$ cat src/rtl/pipeline_hazard_ctrl.sv
// pipeline_hazard_ctrl: stall/flush control for the 5-stage pipeline, covering load-use, taken-branch and data-memory wait hazards
module pipeline_hazard_ctrl #(
  parameter int MEM_TIMEOUT = 255,
  parameter int STALL_CNT_W = 16
) (
  input  logic                   clk,
  input  logic                   reset,
  input  logic [4:0]             ifid_rs1,
  input  logic [4:0]             ifid_rs2,
  input  logic [4:0]             idex_rd,
  input  logic                   idex_mem_read,
  input  logic                   ex_branch_taken,
  input  logic                   exmem_mem_req,
  input  logic                   dmem_ready,
  output logic                   pc_write,
  output logic                   ifid_write,
  output logic                   ifid_flush,
  output logic                   idex_write,
  output logic                   idex_flush,
  output logic                   exmem_write,
  output logic                   memwb_bubble,
  output logic                   mem_error,
  output logic [STALL_CNT_W-1:0] stall_count
);
  typedef enum logic [1:0] {RUN, MEM_WAIT, ERROR} state_t;
  state_t state, state_nx;
  logic [15:0] wait_cnt;
  logic load_use, mem_stall, hold;
  assign load_use  = idex_mem_read && idex_rd != 5'd0 && (idex_rd == ifid_rs1 || idex_rd == ifid_rs2);
  assign mem_stall = !dmem_ready && ((state == RUN && exmem_mem_req) || state == MEM_WAIT);
  assign hold      = mem_stall || state == ERROR;
  always_ff @(posedge clk) begin
    if (reset) begin
      state       <= RUN;
      wait_cnt    <= '0;
      stall_count <= '0;
      mem_error   <= 1'b0;
    end else begin
      state       <= state_nx;
      wait_cnt    <= mem_stall ? (state == RUN ? 16'd1 : wait_cnt + 16'd1) : wait_cnt;
      mem_error   <= mem_error || state_nx == ERROR;
      stall_count <= (!pc_write && stall_count != '1) ? stall_count + STALL_CNT_W'(1) : stall_count;
    end
  end
  always_comb begin
    state_nx = state == ERROR ? ERROR : RUN;
    if (mem_stall) state_nx = (state == MEM_WAIT && wait_cnt == 16'(MEM_TIMEOUT)) ? ERROR : MEM_WAIT;
  end
  // a taken branch squashes the dependent instruction, so it overrides the load-use stall
  always_comb begin
    pc_write     = !reset && !hold && (ex_branch_taken || !load_use);
    ifid_write   = !reset && !hold && (ex_branch_taken || !load_use);
    ifid_flush   = !reset && !hold && ex_branch_taken;
    idex_write   = !reset && !hold;
    idex_flush   = !reset && !hold && (ex_branch_taken || load_use);
    exmem_write  = !reset && !hold;
    memwb_bubble = !reset && hold;
  end
endmodule

$ cat config.mk
export PLATFORM = sky130hd
export DESIGN_NAME = pipeline_hazard_ctrl
export DESIGN_NICKNAME = d
export VERILOG_FILES = /design/src/rtl/pipeline_hazard_ctrl.sv
export SDC_FILE = /design/constraint.sdc
export NUM_CORES = 1
export LEC_CHECK = 0
export CAP_MARGIN = 20
export CELL_PAD_IN_SITES_DETAIL_PLACEMENT = 2
export CELL_PAD_IN_SITES_GLOBAL_PLACEMENT = 2
export CORE_MARGIN = 8
export CORE_UTILIZATION = 31
export CTS_CLUSTER_SIZE = 40
export DETAILED_ROUTE_END_ITERATION = 16
export HOLD_SLACK_MARGIN = 0.02
export MAX_ROUTING_LAYER = met4
export PLACE_DENSITY = 0.86
export SETUP_SLACK_MARGIN = 0.15
export SLEW_MARGIN = 20
export SYNTH_ARGS = -nofsm -noshare
export SYNTH_HDL_FRONTEND = slang
export SYNTH_SLANG_ARGS = --single-unit
$ cat constraint.sdc
create_clock -name clk -period 4.5 [get_ports clk]
set_input_delay 0.45 -clock clk [delete_from_list [all_inputs] [get_ports clk]]
set_output_delay 0.45 -clock clk [all_outputs]
set_load 0.01 [all_outputs]
==> summary.txt, run 1 <==
Dominant cell type by area after synthesis = dfxtp_1
Antenna Nets Post-Route = 0
Clock latency on the worst-skew pair = 0.29 ns
CP startpoint kind = primary input
RSZ-0062 raised after global routing = no
Synth async-reset ratio = 0%
Final WL = 5610 um
Fin. max-slew vios = 0
Detailed placement HPWL = 4210 um
Synth area leaders = dfxtp_1 (37%), xor2_1 (8.4%), nor2_1 (5.6%), a21oi_1 (3.5%), or4_1 (3.2%)
Most frequent CP cell = clkdlybuf4s50_1
CTS Buf Count = 5
Switching share of total power = 25.6%
Boundary pin count = 45
Flop and latch count out of synthesis = 35
Antenna diodes = 0
Vias per cell = 5.17
Outcome = complete, no violations
Tcrit/Tclk final = 69.9%
Vias = 1748
Worst Path Required = 4.05 ns
Yosys cell types = 42
Antenna violations before repair = 0
Design Area, Final = 0.00246 mm2
Critical Path Start = idex_rd[1]
Kind of critical path = in2out
Pre-Repair DR Iteration Count = 3
Final net count = 286
Setup slack at placement = 1.37 ns
Overflow after GRT = 0
Avg Inst Size Synth = 8.51 um2
Synth top cells by count = dfxtp_1 (35), nor2_1 (28), xor2_1 (18)
Power per cell area = 263 mW/mm2
P_sw = 0.000166 W
Root Buffer = clkbuf_8
Worst Slack Setup Final = 1.36 ns
Most common cell in the netlist = dfxtp_1
Sequential Power Share = 49.8%
Core Region = 0.00589 mm2
Proportion of layout cells with a drive suffix above 1 = 7.22%
Core Rows = 28
Die Area = 0.00882 mm2
R2r startpoint = stall_count[0]
H-tree depth = 2
Syn-to-layout area delta = 30.8%
Fin. Hold Viols = 0
DIE HEIGHT = 93.9 um
CTS tree = built
Area after DPL = 0.00237 mm2
EDFF count, synth = 0
Largest net degree at the start of global routing = 29
Average wire per standard cell = 16.6 um
Final setup violation count = 0
Max Clock Freq = 318 MHz
Max FO, Critical Path = 28
Slew HR = 52.5%
First-pass GRT wire length = 9510 um
Residual DRC count = 0
Max-cap viol count = 0
Internal = 0.000481 W
Vias in the first global route = 1936
Post_cts resized = 0
Port buffer count = 44
Worst path arrival time = 2.69 ns
Cts hold-fix bufs = 0
Setup repair bufs after CTS = 0
Min Tclk post-route = 3.14 ns
Comb pwr share = 14.0%
CP endpoint kind = output pin
Ys flop type = dfxtp_1
Slowest stage delay, CP = 0.60 ns
Syn Inst Count = 221
Post-synth top area share = 37.2%
Post-Route Skew = 0.0113 ns
Cell area after synthesis = 0.00188 mm2
Yosys warns = 0
Clock share of power = 36.2%
CP cell instances = clkdlybuf4s50_1 -> or4_1 -> o21ai_1 -> o31a_4 -> clkdlybuf4s50_1
Overall routing resource usage = 13.5%
Clk slew on worst S/H paths = 0.08 ns
Post-synthesis sequential area ratio = 37.2%
Post-Syn Nets = 244
Min-delay src = mem_error
Clk sink count = 35
Critical path's slowest cell = clkdlybuf4s50_1
Clock buffer depth = 2
Setup TNS = 0 ns
DRT iter0 DRCs = 59
Initial cell density of the core = 32.0%
VDD IR-drop max = 151 uV
Worst slew pin tran = 0.710 ns
Pleak = 0.856 nW
HP Class = reg2reg
Die span in x = 93.9 um
Routability Congestion = 0.799
[placed cells by master (no fill, tap or decap), types with 3 or more instances in the layout]
cell type	netlist	routed
xnor2_1	3	3
o21ai_0	10	9
mux2_2	4	4
and4_1	3	3
nor4_1	4	4
xor2_1	18	18
nand2_1	14	14
or4_1	8	8
clkbuf_8	0	6
and3_1	7	7
nand4_1	5	5
and2_1	3	3
dfxtp_1	35	35
nor2_1	28	28
nor2b_1	6	6
a21oi_1	13	13
clkdlybuf4s50_1	0	44
o31ai_1	6	6
or3_1	7	7
nand3_1	11	11
[power by group through the flow]
stage               Sequential, W  Clock (W)  Combinational (W)
detailed placement       0.000329          0          0.0000903
global placement         0.000328          0          0.0000874
global route             0.000323   0.000257           0.000100
CTS                      0.000322   0.000241          0.0000917
floorplan                0.000328          0          0.0000442
finish                   0.000322   0.000234          0.0000905
[kinds of logic after synthesis]
family | share of synthesized area (%)
mux | 3.52
xor+xnor | 9.77
flops | 37.2
fa+ha+maj | 1.33
buf+inv | 3.46
simple gates | 30.9
compound gates | 13.8
[final cells by class]
cell class / instances / area [um2]
clock inverter: 1 / 5.00
multi-input combinational: 174 / 1120
inverter: 1 / 3.75
fill: 666 / 3420
timing repair buffer: 46 / 455
clock buffer: 6 / 82.6
sequential: 35 / 701
tap: 75 / 93.8
[path summary, 6_finish.rpt]
path	to	slack (ns)	depth (start not counted)
hold reg to reg	mem_error	0.47	1
hold / removal	mem_error	0.47	1
setup reg to reg	stall_count[5]	2.11	7
setup / recovery	ifid_write	1.36	5
[per-layer routing]
layer | GRT usage (%) | vias up | share of wire, % | wire (um)
li1 | - | 882 | - | -
met1 | 15.3 | 846 | 45 | 2520
met2 | 24.2 | 20 | 52 | 2900
met3 | 2.72 | 0 | 3.4 | 188
met4 | 2.38 | 0 | 0 | 0
met5 | - | - | 0 | 0
[per-stage QoR]
| step | std cells | hold WS (ns) | power (W) | util, % |
|---|---|---|---|---|
| after floorplan | 221 | 0.454 | 0.000373 | - |
| after global placement | 331 | 0.438 | 0.000416 | 40.3 |
| after detailed placement | 331 | 0.450 | 0.000419 | 40.3 |
| after CTS | 338 | 0.468 | 0.000654 | 41.8 |
| after global routing | 338 | 0.496 | 0.000680 | 41.8 |
| final | 338 | 0.469 | 0.000646 | 41.8 |
[registers in the layout (all words and copies together), names as in the netlist]
register     cells
wait_cnt        16
state            2
stall_count     16
mem_error        1
[critical path, delay by kind of cell]
kind	cells	cell delay, ns
compound gates	2	0.61
buf+inv	2	1.07
simple gates	1	0.56
Power figures use the tool's default switching activity.
==> run 2, diff against run 1 <==
--- a/config.mk
+++ b/config.mk
@@ -9,12 +9,12 @@
 export CELL_PAD_IN_SITES_DETAIL_PLACEMENT = 2
 export CELL_PAD_IN_SITES_GLOBAL_PLACEMENT = 2
 export CORE_MARGIN = 8
-export CORE_UTILIZATION = 31
+export CORE_UTILIZATION = 29
 export CTS_CLUSTER_SIZE = 40
 export DETAILED_ROUTE_END_ITERATION = 16
 export HOLD_SLACK_MARGIN = 0.02
 export MAX_ROUTING_LAYER = met4
-export PLACE_DENSITY = 0.86
+export PLACE_DENSITY = 0.82
 export SETUP_SLACK_MARGIN = 0.15
 export SLEW_MARGIN = 20
 export SYNTH_ARGS = -nofsm -noshare
==> constraint.sdc (replaced) <==
create_clock -name clk -period 3.1 [get_ports clk]
set_input_delay 0.31 -clock clk [delete_from_list [all_inputs] [get_ports clk]]
set_output_delay 0.31 -clock clk [all_outputs]
set_load 0.01 [all_outputs]
==> summary.txt, run 2 (synthesized netlist as in run 1, its figures left out) <==
Boundary pin count = 45
Post-Route Skew = 0.00829 ns
CP startpoint kind = primary input
Pleak = 0.861 nW
Port buffer count = 44
Post_cts resized = 0
HP Class = reg2reg
Detailed placement HPWL = 4390 um
Most frequent CP cell = clkdlybuf4s50_1
Setup TNS = 0 ns
Final setup violation count = 0
CP endpoint kind = output pin
Internal = 0.000684 W
Worst slew pin tran = 0.592 ns
VDD IR-drop max = 182 uV
Setup repair bufs after CTS = 0
Average wire per standard cell = 16.5 um
Min Tclk post-route = 2.73 ns
Residual DRC count = 0
H-tree depth = 2
Critical path's slowest cell = or4_1
Setup slack at placement = 0.334 ns
Comb pwr share = 14.4%
Core Rows = 29
Tcrit/Tclk final = 88.0%
Proportion of layout cells with a drive suffix above 1 = 7.52%
RSZ-0062 raised after global routing = no
Max FO, Critical Path = 17
Sequential Power Share = 50.7%
Fin. Hold Viols = 0
Routability Congestion = 0.749
Power per cell area = 373 mW/mm2
First-pass GRT wire length = 9220 um
Final net count = 288
Slew HR = 60.5%
Slowest stage delay, CP = 0.56 ns
Fin. max-slew vios = 0
Vias per cell = 5.14
Clk sink count = 35
Syn-to-layout area delta = 31.4%
Clock buffer depth = 2
Vias in the first global route = 1896
Root Buffer = clkbuf_8
Die Area = 0.00932 mm2
Worst Hold Path Cells = 1
Die span in x = 96.6 um
Core Region = 0.00631 mm2
Biggest regs = stall_count x16, wait_cnt x16, state x2
DRT iter0 DRCs = 65
CTS tree = built
Switching share of total power = 25.8%
DIE HEIGHT = 96.6 um
Vias = 1763
Initial cell density of the core = 29.8%
P_sw = 0.000238 W
Max-cap viol count = 0
Worst path arrival time = 2.42 ns
Pre-Repair DR Iteration Count = 3
Kind of critical path = in2out
Antenna violations before repair = 0
Worst Path Required = 2.79 ns
Largest net degree at the start of global routing = 26
Clk slew on worst S/H paths = 0.08 ns
Overflow after GRT = 0
Most frequent cells in the layout = clkdlybuf4s50_1 (44), dfxtp_1 (35), nor2_1 (28), xor2_1 (18), nand2_1 (14)
CTS Buf Count = 5
Clock share of power = 34.9%
Cts hold-fix bufs = 0
Reg2reg path depth = 7
Clock latency on the worst-skew pair = 0.29 ns
Overall routing resource usage = 12.9%
Outcome = complete, no violations
Antenna Nets Post-Route = 0
Commonest non-fill, non-tap cell in the layout = clkdlybuf4s50_1
Final WL = 5650 um
Max Clock Freq = 367 MHz
CP cell instances = clkdlybuf4s50_1 -> or4_1 -> o21ai_1 -> o31a_4 -> clkdlybuf4s50_1
Antenna diodes = 0
Worst Slack Setup Final = 0.372 ns
==> run 2: metrics by stage <==
stage	utilization (%)	hold slack [ns]	total power (W)	cell area, um2	instances
2_1_floorplan	-	0.454	0.000541	1880	221
3_3_place_gp	37.8	0.442	0.000608	2390	335
3_5_place_dp	37.8	0.458	0.000613	2390	335
5_1_grt	39.2	0.512	0.000975	2470	343
6_report	39.2	0.465	0.000922	2470	343
4_1_cts	39.1	0.476	0.000941	2470	343
==> run 2: power groups by stage <==
stage                     Sequential [W]  Clock, W  Combinational [W]
after floorplan                 0.000477         0          0.0000642
after global placement          0.000477         0           0.000131
after detailed placement        0.000477         0           0.000136
after CTS                       0.000467  0.000338           0.000136
after global routing            0.000469  0.000360           0.000146
final                           0.000467  0.000322           0.000133
==> run 2: path summary, 6_finish.rpt <==
kind,to,start,slack [ns]
worst max register to register,stall_count[9],state[0],0.80
worst min-delay path,mem_error,mem_error,0.46
worst max-delay path,ifid_write,idex_rd[1],0.37
worst min register to register,mem_error,mem_error,0.46
==> run 2: critical path: cells and delay by family <==
kind,cells,cell delay (ns)
buf+inv,2,1.03
simple gates,1,0.56
compound gates,2,0.51
==> run 2: routing by layer <==
metal	GRT usage (%)	wire length (um)	vias to the layer above
li1	-	-	880
met1	14.1	2440	859
met2	23.1	2990	20
met3	2.86	188	4
met4	3.03	27	0
met5	-	0	-
==> run 2: area by class of cell <==
cell class,count,area (um2)
timing repair buffer,48,470
fill,743,3840
clock inverter,1,5.00
sequential,35,701
multi-input combinational,174,1120
inverter,1,3.75
clock buffer,7,76.3
tap,77,96.3
==> run 3, diff against run 2 <==
--- a/config.mk
+++ b/config.mk
@@ -6,15 +6,14 @@
 export NUM_CORES = 1
 export LEC_CHECK = 0
 export CAP_MARGIN = 20
-export CELL_PAD_IN_SITES_DETAIL_PLACEMENT = 2
-export CELL_PAD_IN_SITES_GLOBAL_PLACEMENT = 2
 export CORE_MARGIN = 8
-export CORE_UTILIZATION = 29
+export CORE_UTILIZATION = 60
 export CTS_CLUSTER_SIZE = 40
 export DETAILED_ROUTE_END_ITERATION = 16
+export DONT_BUFFER_PORTS = 1
 export HOLD_SLACK_MARGIN = 0.02
 export MAX_ROUTING_LAYER = met4
-export PLACE_DENSITY = 0.82
+export PLACE_DENSITY = 0.78
 export SETUP_SLACK_MARGIN = 0.15
 export SLEW_MARGIN = 20
 export SYNTH_ARGS = -nofsm -noshare
==> summary.txt, run 3 (synthesized netlist as in run 1, its figures left out) <==
Clock latency on the worst-skew pair = 0.33 ns
Core Region = 0.00303 mm2
Max-cap viol count = 0
Initial cell density of the core = 62.1%
Post-Route Skew = 0.00584 ns
Commonest non-fill, non-tap cell in the layout = dfxtp_1
Kind of critical path = reg2out
RSZ-0062 raised after global routing = no
CP startpoint kind = flip-flop
Max Clock Freq = 431 MHz
Slowest stage delay, CP = 0.47 ns
Detailed placement HPWL = 3070 um
Antenna Nets Post-Route = 0
Clock buffer depth = 2
Clk sink count = 35
Power per cell area = 386 mW/mm2
Final net count = 246
HP Class = in2reg
First-pass GRT wire length = 6910 um
Worst Path Required = 2.79 ns
Slew HR = 56.4%
DP Cell Count = 256
Fin cells = 266
Worst slew pin tran = 0.647 ns
Min Tclk post-route = 2.32 ns
Setup repair bufs after CTS = 0
CP top delay family = compound AO/OA/AOI/OAI gates
Largest net degree at the start of global routing = 29
Core Rows = 20
Design Area, Final = 0.00197 mm2
H-tree depth = 2
Overflow after GRT = 0
Critical path's slowest cell = nor2_1
Fin. Hold Viols = 0
VDD IR-drop max = 255 uV
Fin. max-slew vios = 0
Most frequent cells in the layout = dfxtp_1 (35), nor2_1 (28), xor2_1 (18), nand2_1 (14), a21oi_1 (13)
Setup TNS = 0 ns
CTS tree = built
Worst path arrival time = 2.01 ns
Pleak = 0.686 nW
Fin util = 65.1%
Area after DPL = 0.00189 mm2
Boundary pin count = 45
Outcome = complete, no violations
Tcrit/Tclk final = 74.9%
CTS Buf Count = 5
CP cell instances = o21bai_1 -> mux2i_1 -> nor2_1 -> o31a_4
Hold WS = 0.0405 ns
Die span in x = 72.0 um
Routability Congestion = 0.856
Residual DRC count = 0
Post_cts resized = 0
Average wire per standard cell = 16.0 um
Die Area = 0.00518 mm2
Antenna diodes = 0
CP endpoint kind = output pin
Final setup violation count = 0
DIE HEIGHT = 72.0 um
Vias in the first global route = 1538
Final WL = 4250 um
DRT iter0 DRCs = 88
Biggest regs = stall_count x16, wait_cnt x16, state x2
Pre-Repair DR Iteration Count = 4
Syn-to-layout area delta = 4.79%
Fillers = 262
Antenna violations before repair = 0
Proportion of layout cells with a drive suffix above 1 = 7.21%
Port buffer count = 0
Vias = 1663
Root Buffer = clkbuf_4
Max FO, Critical Path = 28
Overall routing resource usage = 16.7%
Clk slew on worst S/H paths = 0.10 ns
Buf/Inv on CP = 0
Vias per cell = 6.25
-- run 3: cell types whose count changed in the layout (fill, tap and decap cells not counted), sizes merged --
cell | previous run | this run
clkbuf | 7 | 6
clkdlybuf4s50 | 44 | 0
dlygate4sd3 | 0 | 4
clkinv | 1 | 0
buf | 4 | 2
-- run 3: worst register-to-register path: stages, from the launching register on --
cell and delay [ns]:
dfxtp_1 0.37, o21bai_1 0.23, mux2i_1 0.15, nor2_1 0.47, o31a_4 0.46, nor4_1 0.14, mux2_2 0.29
-- run 3: where the power goes --
part / switching, W / internal, W / leakage, nW
logic: 0.0000432 / 0.0000286 / 0.379
clock network: 0.000140 / 0.0000806 / 0.0242
registers: 0.0000120 / 0.000457 / 0.283
total: 0.000195 / 0.000566 / 0.686
-- run 3: stage by stage --
stage / setup WS [ns] / power, W
after CTS: 0.757 / 0.000764
after detailed placement: 0.894 / 0.000546
final: 0.779 / 0.000762
after floorplan: 1.15 / 0.000541
after global routing: 0.632 / 0.000790
after global placement: 0.987 / 0.000542
-- run 3: per-layer routing --
metal	share of wire, %	GRT usage [%]	vias to the layer above
li1	-	-	806
met1	39	17.2	801
met2	52	28.1	52
met3	7.1	5.92	4
met4	1.0	7.26	0
met5	0	-	-
-- run 3: final timing paths --
check             cells after the start         endpoint   startpoint  slack (ns)
setup / recovery                      4         pc_write     state[0]        0.78
hold / removal                        1      wait_cnt[1]        reset        0.04
setup reg to reg                      6  stall_count[15]     state[0]        0.90
hold reg to reg                       2      wait_cnt[7]  wait_cnt[7]        0.51
-- run 3: final cells by class --
type                       count  area (um2)  share of cell area [%]
multi-input combinational    174        1120                    56.6
sequential                    35         701                    35.5
timing repair buffer           6        55.1                    2.79
tap                           44        55.1                    2.79
clock buffer                   6        41.3                    2.09
inverter                       1        3.75                   0.190
-- run 3: timing repair --
item / CTS / global route
endpoints found under the hold margin: 2 / 4
hold buffers: 2 / 2
endpoints found under the setup margin: 0 / 0
